`config.mk`:
```
export PLATFORM = sky130hd
export DESIGN_NAME = clk_cfg_initiator_flat
export DESIGN_NICKNAME = d
export VERILOG_FILES = /design/src/rtl/clk_cfg_pkg.sv /design/src/rtl/clk_cfg_initiator_if.sv /design/src/rtl/clk_cfg_sync.sv /design/src/rtl/clk_cfg_initiator.sv /design/src/flat_wrapper.sv
export SDC_FILE = /design/constraint.sdc
export NUM_CORES = 1
export LEC_CHECK = 0
export CAP_MARGIN = 20
export CELL_PAD_IN_SITES_DETAIL_PLACEMENT = 1
export CELL_PAD_IN_SITES_GLOBAL_PLACEMENT = 1
export CORE_MARGIN = 10
export CORE_UTILIZATION = 30
export DETAILED_ROUTE_END_ITERATION = 7
export PLACE_DENSITY = 0.9
export SYNTH_ARGS = -nofsm -noshare
export SYNTH_HDL_FRONTEND = slang
export SYNTH_SLANG_ARGS = --single-unit
```
`constraint.sdc`:
```
create_clock -name ref_clk_i -period 4.67 [get_ports ref_clk_i]
set_clock_uncertainty 0.2 [all_clocks]
set_input_delay 0.934 -clock ref_clk_i [delete_from_list [all_inputs] [get_ports ref_clk_i]]
set_output_delay 0.934 -clock ref_clk_i [all_outputs]
set_load 0.05 [all_outputs]
```
`src/rtl/clk_cfg_pkg.sv`:
```
// Shared types and decode constants for the clock-config APB initiator.
package clk_cfg_pkg;

  typedef enum logic [1:0] {
    ST_IDLE    = 2'd0,
    ST_REQ     = 2'd1,
    ST_RELEASE = 2'd2,
    ST_RESP    = 2'd3
  } state_e;

  typedef enum logic [1:0] {
    SEL_SOC     = 2'd0,
    SEL_PER     = 2'd1,
    SEL_CLUSTER = 2'd2,
    SEL_STATUS  = 2'd3
  } sel_e;

  localparam int STATUS_LOCK_LSB = 0;
  localparam int STATUS_ERR_BIT  = 3;

  localparam int SEL_MSB = 5;
  localparam int SEL_LSB = 4;
  localparam int ADD_MSB = 3;
  localparam int ADD_LSB = 2;

  function automatic logic [2:0] sel_onehot(input sel_e sel);
    logic [2:0] oh;
    oh = 3'b000;
    case (sel)
      SEL_SOC:     oh = 3'b001;
      SEL_PER:     oh = 3'b010;
      SEL_CLUSTER: oh = 3'b100;
      default:     oh = 3'b000;
    endcase
    return oh;
  endfunction

endpackage

```
`src/rtl/clk_cfg_initiator_if.sv`:
```
// APB slave port plus the three four-phase cfg ports of the initiator.
// APB: an access completes in the one cycle where psel & penable & pready are all high;
// cfg: req rises, ack rises, req falls, ack falls, and add/data/wrn hold from req rise until ack falls.
interface clk_cfg_initiator_if #(
    parameter int APB_ADDR_WIDTH = 12
);
    logic [APB_ADDR_WIDTH-1:0] paddr_i;
    logic [31:0]               pwdata_i;
    logic                      pwrite_i;
    logic                      psel_i;
    logic                      penable_i;
    logic [31:0]               prdata_o;
    logic                      pready_o;
    logic                      pslverr_o;

    logic        soc_cfg_req_o;
    logic        soc_cfg_ack_i;
    logic [1:0]  soc_cfg_add_o;
    logic [31:0] soc_cfg_data_o;
    logic        soc_cfg_wrn_o;
    logic [31:0] soc_cfg_r_data_i;
    logic        soc_cfg_lock_i;

    logic        per_cfg_req_o;
    logic        per_cfg_ack_i;
    logic [1:0]  per_cfg_add_o;
    logic [31:0] per_cfg_data_o;
    logic        per_cfg_wrn_o;
    logic [31:0] per_cfg_r_data_i;
    logic        per_cfg_lock_i;

    logic        cluster_cfg_req_o;
    logic        cluster_cfg_ack_i;
    logic [1:0]  cluster_cfg_add_o;
    logic [31:0] cluster_cfg_data_o;
    logic        cluster_cfg_wrn_o;
    logic [31:0] cluster_cfg_r_data_i;
    logic        cluster_cfg_lock_i;

    // master: the initiator itself (drives the cfg handshakes)
    modport master (
        input  paddr_i, pwdata_i, pwrite_i, psel_i, penable_i,
        output prdata_o, pready_o, pslverr_o,
        output soc_cfg_req_o, soc_cfg_add_o, soc_cfg_data_o, soc_cfg_wrn_o,
        input  soc_cfg_ack_i, soc_cfg_r_data_i, soc_cfg_lock_i,
        output per_cfg_req_o, per_cfg_add_o, per_cfg_data_o, per_cfg_wrn_o,
        input  per_cfg_ack_i, per_cfg_r_data_i, per_cfg_lock_i,
        output cluster_cfg_req_o, cluster_cfg_add_o, cluster_cfg_data_o, cluster_cfg_wrn_o,
        input  cluster_cfg_ack_i, cluster_cfg_r_data_i, cluster_cfg_lock_i
    );

    modport slave (
        output paddr_i, pwdata_i, pwrite_i, psel_i, penable_i,
        input  prdata_o, pready_o, pslverr_o,
        input  soc_cfg_req_o, soc_cfg_add_o, soc_cfg_data_o, soc_cfg_wrn_o,
        output soc_cfg_ack_i, soc_cfg_r_data_i, soc_cfg_lock_i,
        input  per_cfg_req_o, per_cfg_add_o, per_cfg_data_o, per_cfg_wrn_o,
        output per_cfg_ack_i, per_cfg_r_data_i, per_cfg_lock_i,
        input  cluster_cfg_req_o, cluster_cfg_add_o, cluster_cfg_data_o, cluster_cfg_wrn_o,
        output cluster_cfg_ack_i, cluster_cfg_r_data_i, cluster_cfg_lock_i
    );

endinterface

```
`src/rtl/clk_cfg_sync.sv`:
```
// Two-flop synchronizer for an asynchronous level input.
module clk_cfg_sync (
    input  logic ref_clk_i,
    input  logic rstn_glob_i,
    input  logic d,
    output logic q
);

    logic meta;

    always_ff @(posedge ref_clk_i or negedge rstn_glob_i) begin
        if (!rstn_glob_i) begin
            meta <= 1'b0;
            q    <= 1'b0;
        end else begin
            meta <= d;
            q    <= meta;
        end
    end

endmodule

```
`src/rtl/clk_cfg_initiator.sv`:
```
// APB slave that forwards accesses over four-phase cfg handshakes to soc/per/cluster
// clock domains, with a local STATUS register and a handshake timeout.
module clk_cfg_initiator
    import clk_cfg_pkg::*;
#(
    parameter int TIMEOUT_CYCLES = 255,
    parameter int APB_ADDR_WIDTH = 12
) (
    input  logic                 ref_clk_i,
    input  logic                 rstn_glob_i,
    clk_cfg_initiator_if.master  bus,
    output state_e               dbg_state
);

    localparam logic [7:0] TIMEOUT_LIM = 8'(TIMEOUT_CYCLES);

    state_e      state_q;
    sel_e        sel_q;
    logic [1:0]  add_q;
    logic [31:0] data_q;
    logic        wrn_q;
    logic [2:0]  req_q;
    logic [7:0]  cnt_q;
    logic        err_q;
    logic        tout_q;
    logic        abort_q;
    logic [31:0] resp_q;
    logic [2:0]  lock_sync;

    logic        access;
    sel_e        acc_sel;
    logic        ack_sel;
    logic [31:0] rdata_sel;
    logic        timeout_hit;
    logic [31:0] status_word;
    logic        unused_bits;

    clk_cfg_sync u_sync_soc (
        .ref_clk_i(ref_clk_i), .rstn_glob_i(rstn_glob_i),
        .d(bus.soc_cfg_lock_i), .q(lock_sync[0])
    );
    clk_cfg_sync u_sync_per (
        .ref_clk_i(ref_clk_i), .rstn_glob_i(rstn_glob_i),
        .d(bus.per_cfg_lock_i), .q(lock_sync[1])
    );
    clk_cfg_sync u_sync_cluster (
        .ref_clk_i(ref_clk_i), .rstn_glob_i(rstn_glob_i),
        .d(bus.cluster_cfg_lock_i), .q(lock_sync[2])
    );

    assign access      = bus.psel_i & bus.penable_i & ~bus.pready_o;
    assign acc_sel     = sel_e'(bus.paddr_i[SEL_MSB:SEL_LSB]);
    assign timeout_hit = (cnt_q == TIMEOUT_LIM);
    assign unused_bits = ^{bus.paddr_i[APB_ADDR_WIDTH-1:SEL_MSB+1], bus.paddr_i[ADD_LSB-1:0]};

    always_comb begin
        status_word = 32'd0;
        status_word[STATUS_LOCK_LSB +: 3] = lock_sync;
        status_word[STATUS_ERR_BIT]       = err_q;
    end

    always_comb begin
        ack_sel   = 1'b0;
        rdata_sel = 32'd0;
        case (sel_q)
            SEL_SOC: begin
                ack_sel   = bus.soc_cfg_ack_i;
                rdata_sel = bus.soc_cfg_r_data_i;
            end
            SEL_PER: begin
                ack_sel   = bus.per_cfg_ack_i;
                rdata_sel = bus.per_cfg_r_data_i;
            end
            SEL_CLUSTER: begin
                ack_sel   = bus.cluster_cfg_ack_i;
                rdata_sel = bus.cluster_cfg_r_data_i;
            end
            default: begin
                ack_sel   = 1'b0;
                rdata_sel = 32'd0;
            end
        endcase
    end

    always_ff @(posedge ref_clk_i or negedge rstn_glob_i) begin
        if (!rstn_glob_i) begin
            state_q <= ST_IDLE;
            sel_q   <= SEL_SOC;
            add_q   <= 2'd0;
            data_q  <= 32'd0;
            wrn_q   <= 1'b0;
            req_q   <= 3'b000;
            cnt_q   <= 8'd0;
            err_q   <= 1'b0;
            tout_q  <= 1'b0;
            abort_q <= 1'b0;
            resp_q  <= 32'd0;
        end else begin
            // A master dropping psel mid-handshake still lets the handshake finish; only the reply is lost.
            if ((state_q == ST_REQ || state_q == ST_RELEASE) && !bus.psel_i)
                abort_q <= 1'b1;

            case (state_q)
                ST_IDLE: begin
                    if (access) begin
                        abort_q <= 1'b0;
                        tout_q  <= 1'b0;
                        if (acc_sel == SEL_STATUS) begin
                            resp_q  <= bus.pwrite_i ? 32'd0 : status_word;
                            if (bus.pwrite_i && bus.pwdata_i[STATUS_ERR_BIT])
                                err_q <= 1'b0;
                            state_q <= ST_RESP;
                        end else begin
                            sel_q   <= acc_sel;
                            add_q   <= bus.paddr_i[ADD_MSB:ADD_LSB];
                            data_q  <= bus.pwdata_i;
                            wrn_q   <= bus.pwrite_i;
                            req_q   <= sel_onehot(acc_sel);
                            cnt_q   <= 8'd0;
                            state_q <= ST_REQ;
                        end
                    end
                end
                ST_REQ: begin
                    if (ack_sel) begin
                        resp_q  <= rdata_sel;
                        req_q   <= 3'b000;
                        cnt_q   <= 8'd0;
                        state_q <= ST_RELEASE;
                    end else if (timeout_hit) begin
                        req_q   <= 3'b000;
                        err_q   <= 1'b1;
                        tout_q  <= 1'b1;
                        resp_q  <= 32'd0;
                        state_q <= ST_RESP;
                    end else begin
                        cnt_q <= cnt_q + 8'd1;
                    end
                end
                ST_RELEASE: begin
                    if (!ack_sel) begin
                        state_q <= ST_RESP;
                    end else if (timeout_hit) begin
                        err_q   <= 1'b1;
                        tout_q  <= 1'b1;
                        resp_q  <= 32'd0;
                        state_q <= ST_RESP;
                    end else begin
                        cnt_q <= cnt_q + 8'd1;
                    end
                end
                default: begin
                    state_q <= ST_IDLE;
                end
            endcase
        end
    end

    assign bus.pready_o  = (state_q == ST_RESP) & ~abort_q;
    assign bus.prdata_o  = bus.pready_o ? resp_q : 32'd0;
    assign bus.pslverr_o = bus.pready_o & tout_q;

    assign bus.soc_cfg_req_o      = req_q[0];
    assign bus.per_cfg_req_o      = req_q[1];
    assign bus.cluster_cfg_req_o  = req_q[2];
    assign bus.soc_cfg_add_o      = add_q;
    assign bus.per_cfg_add_o      = add_q;
    assign bus.cluster_cfg_add_o  = add_q;
    assign bus.soc_cfg_data_o     = data_q;
    assign bus.per_cfg_data_o     = data_q;
    assign bus.cluster_cfg_data_o = data_q;
    assign bus.soc_cfg_wrn_o      = wrn_q;
    assign bus.per_cfg_wrn_o      = wrn_q;
    assign bus.cluster_cfg_wrn_o  = wrn_q;

    assign dbg_state = state_q;

endmodule

```
`src/flat_wrapper.sv`:
```
// flat-port wrapper written by rule: the top's interface ports become plain ports
module clk_cfg_initiator_flat import clk_cfg_pkg::*;
#(
    parameter int TIMEOUT_CYCLES = 255,
    parameter int APB_ADDR_WIDTH = 12
)
  (ref_clk_i, rstn_glob_i, dbg_state, bus_paddr_i, bus_pwdata_i, bus_pwrite_i, bus_psel_i, bus_penable_i, bus_prdata_o, bus_pready_o, bus_pslverr_o, bus_soc_cfg_req_o, bus_soc_cfg_add_o, bus_soc_cfg_data_o, bus_soc_cfg_wrn_o, bus_soc_cfg_ack_i, bus_soc_cfg_r_data_i, bus_soc_cfg_lock_i, bus_per_cfg_req_o, bus_per_cfg_add_o, bus_per_cfg_data_o, bus_per_cfg_wrn_o, bus_per_cfg_ack_i, bus_per_cfg_r_data_i, bus_per_cfg_lock_i, bus_cluster_cfg_req_o, bus_cluster_cfg_add_o, bus_cluster_cfg_data_o, bus_cluster_cfg_wrn_o, bus_cluster_cfg_ack_i, bus_cluster_cfg_r_data_i, bus_cluster_cfg_lock_i);
  clk_cfg_initiator_if #(.APB_ADDR_WIDTH(APB_ADDR_WIDTH)) bus_i ();
  input  logic ref_clk_i;
  input  logic rstn_glob_i;
  output state_e dbg_state;
  input wire logic [$bits(bus_i.paddr_i)-1:0] bus_paddr_i;
  input wire logic [$bits(bus_i.pwdata_i)-1:0] bus_pwdata_i;
  input wire logic [$bits(bus_i.pwrite_i)-1:0] bus_pwrite_i;
  input wire logic [$bits(bus_i.psel_i)-1:0] bus_psel_i;
  input wire logic [$bits(bus_i.penable_i)-1:0] bus_penable_i;
  output wire logic [$bits(bus_i.prdata_o)-1:0] bus_prdata_o;
  output wire logic [$bits(bus_i.pready_o)-1:0] bus_pready_o;
  output wire logic [$bits(bus_i.pslverr_o)-1:0] bus_pslverr_o;
  output wire logic [$bits(bus_i.soc_cfg_req_o)-1:0] bus_soc_cfg_req_o;
  output wire logic [$bits(bus_i.soc_cfg_add_o)-1:0] bus_soc_cfg_add_o;
  output wire logic [$bits(bus_i.soc_cfg_data_o)-1:0] bus_soc_cfg_data_o;
  output wire logic [$bits(bus_i.soc_cfg_wrn_o)-1:0] bus_soc_cfg_wrn_o;
  input wire logic [$bits(bus_i.soc_cfg_ack_i)-1:0] bus_soc_cfg_ack_i;
  input wire logic [$bits(bus_i.soc_cfg_r_data_i)-1:0] bus_soc_cfg_r_data_i;
  input wire logic [$bits(bus_i.soc_cfg_lock_i)-1:0] bus_soc_cfg_lock_i;
  output wire logic [$bits(bus_i.per_cfg_req_o)-1:0] bus_per_cfg_req_o;
  output wire logic [$bits(bus_i.per_cfg_add_o)-1:0] bus_per_cfg_add_o;
  output wire logic [$bits(bus_i.per_cfg_data_o)-1:0] bus_per_cfg_data_o;
  output wire logic [$bits(bus_i.per_cfg_wrn_o)-1:0] bus_per_cfg_wrn_o;
  input wire logic [$bits(bus_i.per_cfg_ack_i)-1:0] bus_per_cfg_ack_i;
  input wire logic [$bits(bus_i.per_cfg_r_data_i)-1:0] bus_per_cfg_r_data_i;
  input wire logic [$bits(bus_i.per_cfg_lock_i)-1:0] bus_per_cfg_lock_i;
  output wire logic [$bits(bus_i.cluster_cfg_req_o)-1:0] bus_cluster_cfg_req_o;
  output wire logic [$bits(bus_i.cluster_cfg_add_o)-1:0] bus_cluster_cfg_add_o;
  output wire logic [$bits(bus_i.cluster_cfg_data_o)-1:0] bus_cluster_cfg_data_o;
  output wire logic [$bits(bus_i.cluster_cfg_wrn_o)-1:0] bus_cluster_cfg_wrn_o;
  input wire logic [$bits(bus_i.cluster_cfg_ack_i)-1:0] bus_cluster_cfg_ack_i;
  input wire logic [$bits(bus_i.cluster_cfg_r_data_i)-1:0] bus_cluster_cfg_r_data_i;
  input wire logic [$bits(bus_i.cluster_cfg_lock_i)-1:0] bus_cluster_cfg_lock_i;
  assign bus_i.paddr_i = bus_paddr_i;
  assign bus_i.pwdata_i = bus_pwdata_i;
  assign bus_i.pwrite_i = bus_pwrite_i;
  assign bus_i.psel_i = bus_psel_i;
  assign bus_i.penable_i = bus_penable_i;
  assign bus_prdata_o = bus_i.prdata_o;
  assign bus_pready_o = bus_i.pready_o;
  assign bus_pslverr_o = bus_i.pslverr_o;
  assign bus_soc_cfg_req_o = bus_i.soc_cfg_req_o;
  assign bus_soc_cfg_add_o = bus_i.soc_cfg_add_o;
  assign bus_soc_cfg_data_o = bus_i.soc_cfg_data_o;
  assign bus_soc_cfg_wrn_o = bus_i.soc_cfg_wrn_o;
  assign bus_i.soc_cfg_ack_i = bus_soc_cfg_ack_i;
  assign bus_i.soc_cfg_r_data_i = bus_soc_cfg_r_data_i;
  assign bus_i.soc_cfg_lock_i = bus_soc_cfg_lock_i;
  assign bus_per_cfg_req_o = bus_i.per_cfg_req_o;
  assign bus_per_cfg_add_o = bus_i.per_cfg_add_o;
  assign bus_per_cfg_data_o = bus_i.per_cfg_data_o;
  assign bus_per_cfg_wrn_o = bus_i.per_cfg_wrn_o;
  assign bus_i.per_cfg_ack_i = bus_per_cfg_ack_i;
  assign bus_i.per_cfg_r_data_i = bus_per_cfg_r_data_i;
  assign bus_i.per_cfg_lock_i = bus_per_cfg_lock_i;
  assign bus_cluster_cfg_req_o = bus_i.cluster_cfg_req_o;
  assign bus_cluster_cfg_add_o = bus_i.cluster_cfg_add_o;
  assign bus_cluster_cfg_data_o = bus_i.cluster_cfg_data_o;
  assign bus_cluster_cfg_wrn_o = bus_i.cluster_cfg_wrn_o;
  assign bus_i.cluster_cfg_ack_i = bus_cluster_cfg_ack_i;
  assign bus_i.cluster_cfg_r_data_i = bus_cluster_cfg_r_data_i;
  assign bus_i.cluster_cfg_lock_i = bus_cluster_cfg_lock_i;
  clk_cfg_initiator #(.TIMEOUT_CYCLES(TIMEOUT_CYCLES), .APB_ADDR_WIDTH(APB_ADDR_WIDTH)) u_core (.ref_clk_i(ref_clk_i), .rstn_glob_i(rstn_glob_i), .bus(bus_i), .dbg_state(dbg_state));
endmodule
```
==> impl_metrics.csv <==
group,metric,value,unit
outcome,status,"completed",
placed_design,dp_hpwl,15200,µm
clock_network,cts_setup_buffers,0,
yosys,synth_warnings,0,
power_and_ir_drop,pwr-share-comb,0.662,
floorplan,io_pins,295,
power_and_ir_drop,leakagePower,0.00335,µW
power_and_ir_drop,p_int,2870,µW
yosys,syn_nets,652,
critical_path,rr_startpoint,"u_core.sel_q[0]",
timing,max_freq,280,MHz
yosys,ys_types,47,
critical_path,worstPathRequired,3540,ps
power_and_ir_drop,p_sw,3260,µW
grt,grt_pass1_vias,4964,
yosys,synth_top_area_share,0.440,
placed_design,routabilityCongestion,0.854,
grt,gr-total-overflow,0,
placed_design,port_buffers,286,
run,cap_violations,0,
clock_network,numCtsBuffers,9,
clock_network,holdBufCountCts,0,
yosys,synth-seq-cells,91,
grt,grt_antenna_before_repair,0,
yosys,synthCells,495,
critical_path,crit_path_end_kind,"primary output",
power_and_ir_drop,clkPwrFrac,0.114,
critical_path,crit_path_start_kind,"flop",
grt,grt_max_degree,74,
timing,worst_pin_slew,929,ps
yosys,synth_common_cells,"dfrtp_1 (91), buf_4 (71), mux2_2 (39), nand2_1 (39), and2_1 (38)",
critical_path,cpPeakStageDelay,840,ps
yosys,synthTopCellsByArea,"dfrtp_1 (44%), buf_4 (10%), mux2_2 (8.5%), mux2i_1 (6.6%), a22o_1 (5.1%)",
timing,fin_crit_sh,0.764,
clock_network,clock_latency,340,ps
routing,wl_per_cell,20.2,µm
final_layout,multi_input_area,2240,µm²
power_and_ir_drop,switching_share,0.532,
yosys,async_flop_share,1.00,
critical_path,cpMaxStageDelayCell,"clkdlybuf4s50_1",
routing,first_iter_violations,147,
floorplan,die_x,151,µm
timing,relSlewSlack,0.381,
clock_network,clock_path_buffers,2,
yosys,ys.flop_type,"dfrtp_1",
final_layout,drive_gt1_frac,0.104,
floorplan,die_area,22900,µm²
clock_network,clkSinkCount,91,
grt,grt_pass1_wl,27900,µm
power_and_ir_drop,powerDensity,761,nW/µm²
yosys,synth_edf_count,0,
routing,ant_nets,0,
clock_network,cts_repair_resize_count,0,
critical_path,crit_chain,"ha_1, nor2b_2, buf_4, and2_1, clkdlybuf4s50_1",
final_layout,syn_to_final_growth,55.2,%
routing,dr.pass1.iters,4,
power_and_ir_drop,ir_worst_vdd,0.737,mV
floorplan,start_util,0.309,
floorplan,die_y,151,µm
power_and_ir_drop,power_frac_seq,0.224,
routing,drt-total-wl,18700,µm
timing,holdWs,154,ps
final_layout,diodes,0,
clock_network,cts.clk_slew.worst_paths,60,ps
yosys,syn-mean-instance-area,10.5,µm²
floorplan,row_count,47,
routing,post-route-drc-count,0,
critical_path,reg2reg_slack,1590,ps
hold_path,worstHoldStart,"u_core.u_sync_soc.meta",
timing,setup_tns,0,ps
hold_path,hp-class,"reg2reg",
routing,vias,4481,
critical_path,crit_start,"u_core.dbg_state[0]",
clock_network,tritoncts,"done",
final_layout,fillers,1817,
clock_network,clockRootBuffer,"clkbuf_16",
critical_path,crit_type,"reg2out",
timing,min_period,3570,ps
timing,drv_slew,0,
final_layout,seqCellArea,2280,µm²
timing,setup_viol_count_final,0,
yosys,yosysTopAreaCell,"dfrtp_1",
yosys,syn_area,5180,µm²
timing,rsz0062_at_grt,"false",
critical_path,cp.arrival,2440,ps
clock_network,htreeDepth,3,
yosys,yosysMostFrequentCell,"dfrtp_1",
timing,hold_viol,0,
floorplan,core_area,16800,µm²
grt,grt_usage,0.157,
yosys,ys_seq_area_frac,0.440,
routing,vias_per_cell,4.82,
final_layout,nNetsFinal,862,
critical_path,path_max_fanout,23,
-- cell type report --
type	instances	share of cell area
Clock buffer	12	0.0319
Clock inverter	3	0.00296
Inverter	5	0.00233
Multi-Input combinational cell	301	0.279
Sequential cell	91	0.283
Tap cell	220	0.0342
Timing Repair Buffer	297	0.366
-- sequential cells by signal (all words and copies together), names as in the netlist, 2 cells and up --
signal,cells
u_core.bus.cluster_cfg_add_o,2
u_core.bus.cluster_cfg_data_o,32
u_core.cnt_q,8
u_core.dbg_state,2
u_core.req_q,3
u_core.resp_q,32
u_core.sel_q,2
-- layer usage --
layer / part of all wire / vias up / wire (µm) / global-route usage
li1: - / 2076 / - / -
met1: 0.37 / 2215 / 6870 / 0.161
met2: 0.54 / 171 / 10100 / 0.294
met3: 0.080 / 19 / 1500 / 0.0495
met4: 0.015 / 0 / 288 / 0.0496
met5: 0 / - / 0 / 0
-- worst paths after layout --
check                                                          to  cells past startpoint
worst min register to register                u_core.u_sync_soc.q                      0
worst min-delay path                          u_core.u_sync_soc.q                      0
max in group asynchronous                         u_core.req_q[0]                      2
worst max register to register                   u_core.resp_q[1]                      6
worst max-delay path                             bus_prdata_o[13]                      5
min in group asynchronous       u_core.bus.cluster_cfg_data_o[24]                      1
-- through the flow --
stage	cells	setup WS (ps)	power (µW)	instance area, µm²	util
finish	929	1100	6120	8040	0.480
CTS	929	1030	6210	8040	0.480
global route	929	945	6410	8040	0.480
detailed placement	914	1100	5490	7760	0.463
floorplan	495	1170	4420	5180	-
global placement	914	1210	5380	7760	0.463
-- worst max-delay path, delay by kind of cell, from the launching register on --
kind,cells,cell delay [ps]
adder cells (fa/ha/maj),1,180
AND/OR/NAND/NOR,2,330
buffers and inverters,2,1090
flip-flops,1,480
-- kinds of logic (layout without fill, tap and decap cells) --
group	count (synthesis)	after routing	synth area share
compound gates	99	99	0.135
buf+inv	103	317	0.130
simple gates	123	123	0.130
mux	73	73	0.150
flops	91	91	0.440
fa+ha+maj	6	6	0.0145
-- power by group through the flow --
stage          clock network, µW  logic (µW)  registers (µW)
3_5_place_dp                   0        4100            1390
2_1_floorplan                  0        2580            1850
5_1_grt                      761        4230            1420
6_report                     698        4050            1370
3_3_place_gp                   0        4020            1360
4_1_cts                      720        4110            1380
-- layout by cell type (no fill, tap or decap), types with 2 or more instances in the layout --
cell type        count
inv_1                5
o21a_1               2
clkbuf_16            9
nand2_1             39
nor2_1              14
ha_1                 6
dfrtp_1             90
nand2b_1             6
mux2_2              39
and2_1              38
o22a_1               3
nor4_4               2
nand3_1              3
a32o_1               2
nand4_1              2
buf_4               12
a221o_1              4
o21ai_0             36
nor2b_1              2
nor2b_2              2
a22o_1              30
and3_1               2
mux2i_1             34
clkdlybuf4s50_1    285
nor3b_1              3
nor3_1               3
clkinvlp_4           2
o211ai_1             2
o31ai_1              2
clkbuf_8             2
a21oi_1              8
Note: power is estimated with default switching activity, not from simulation.
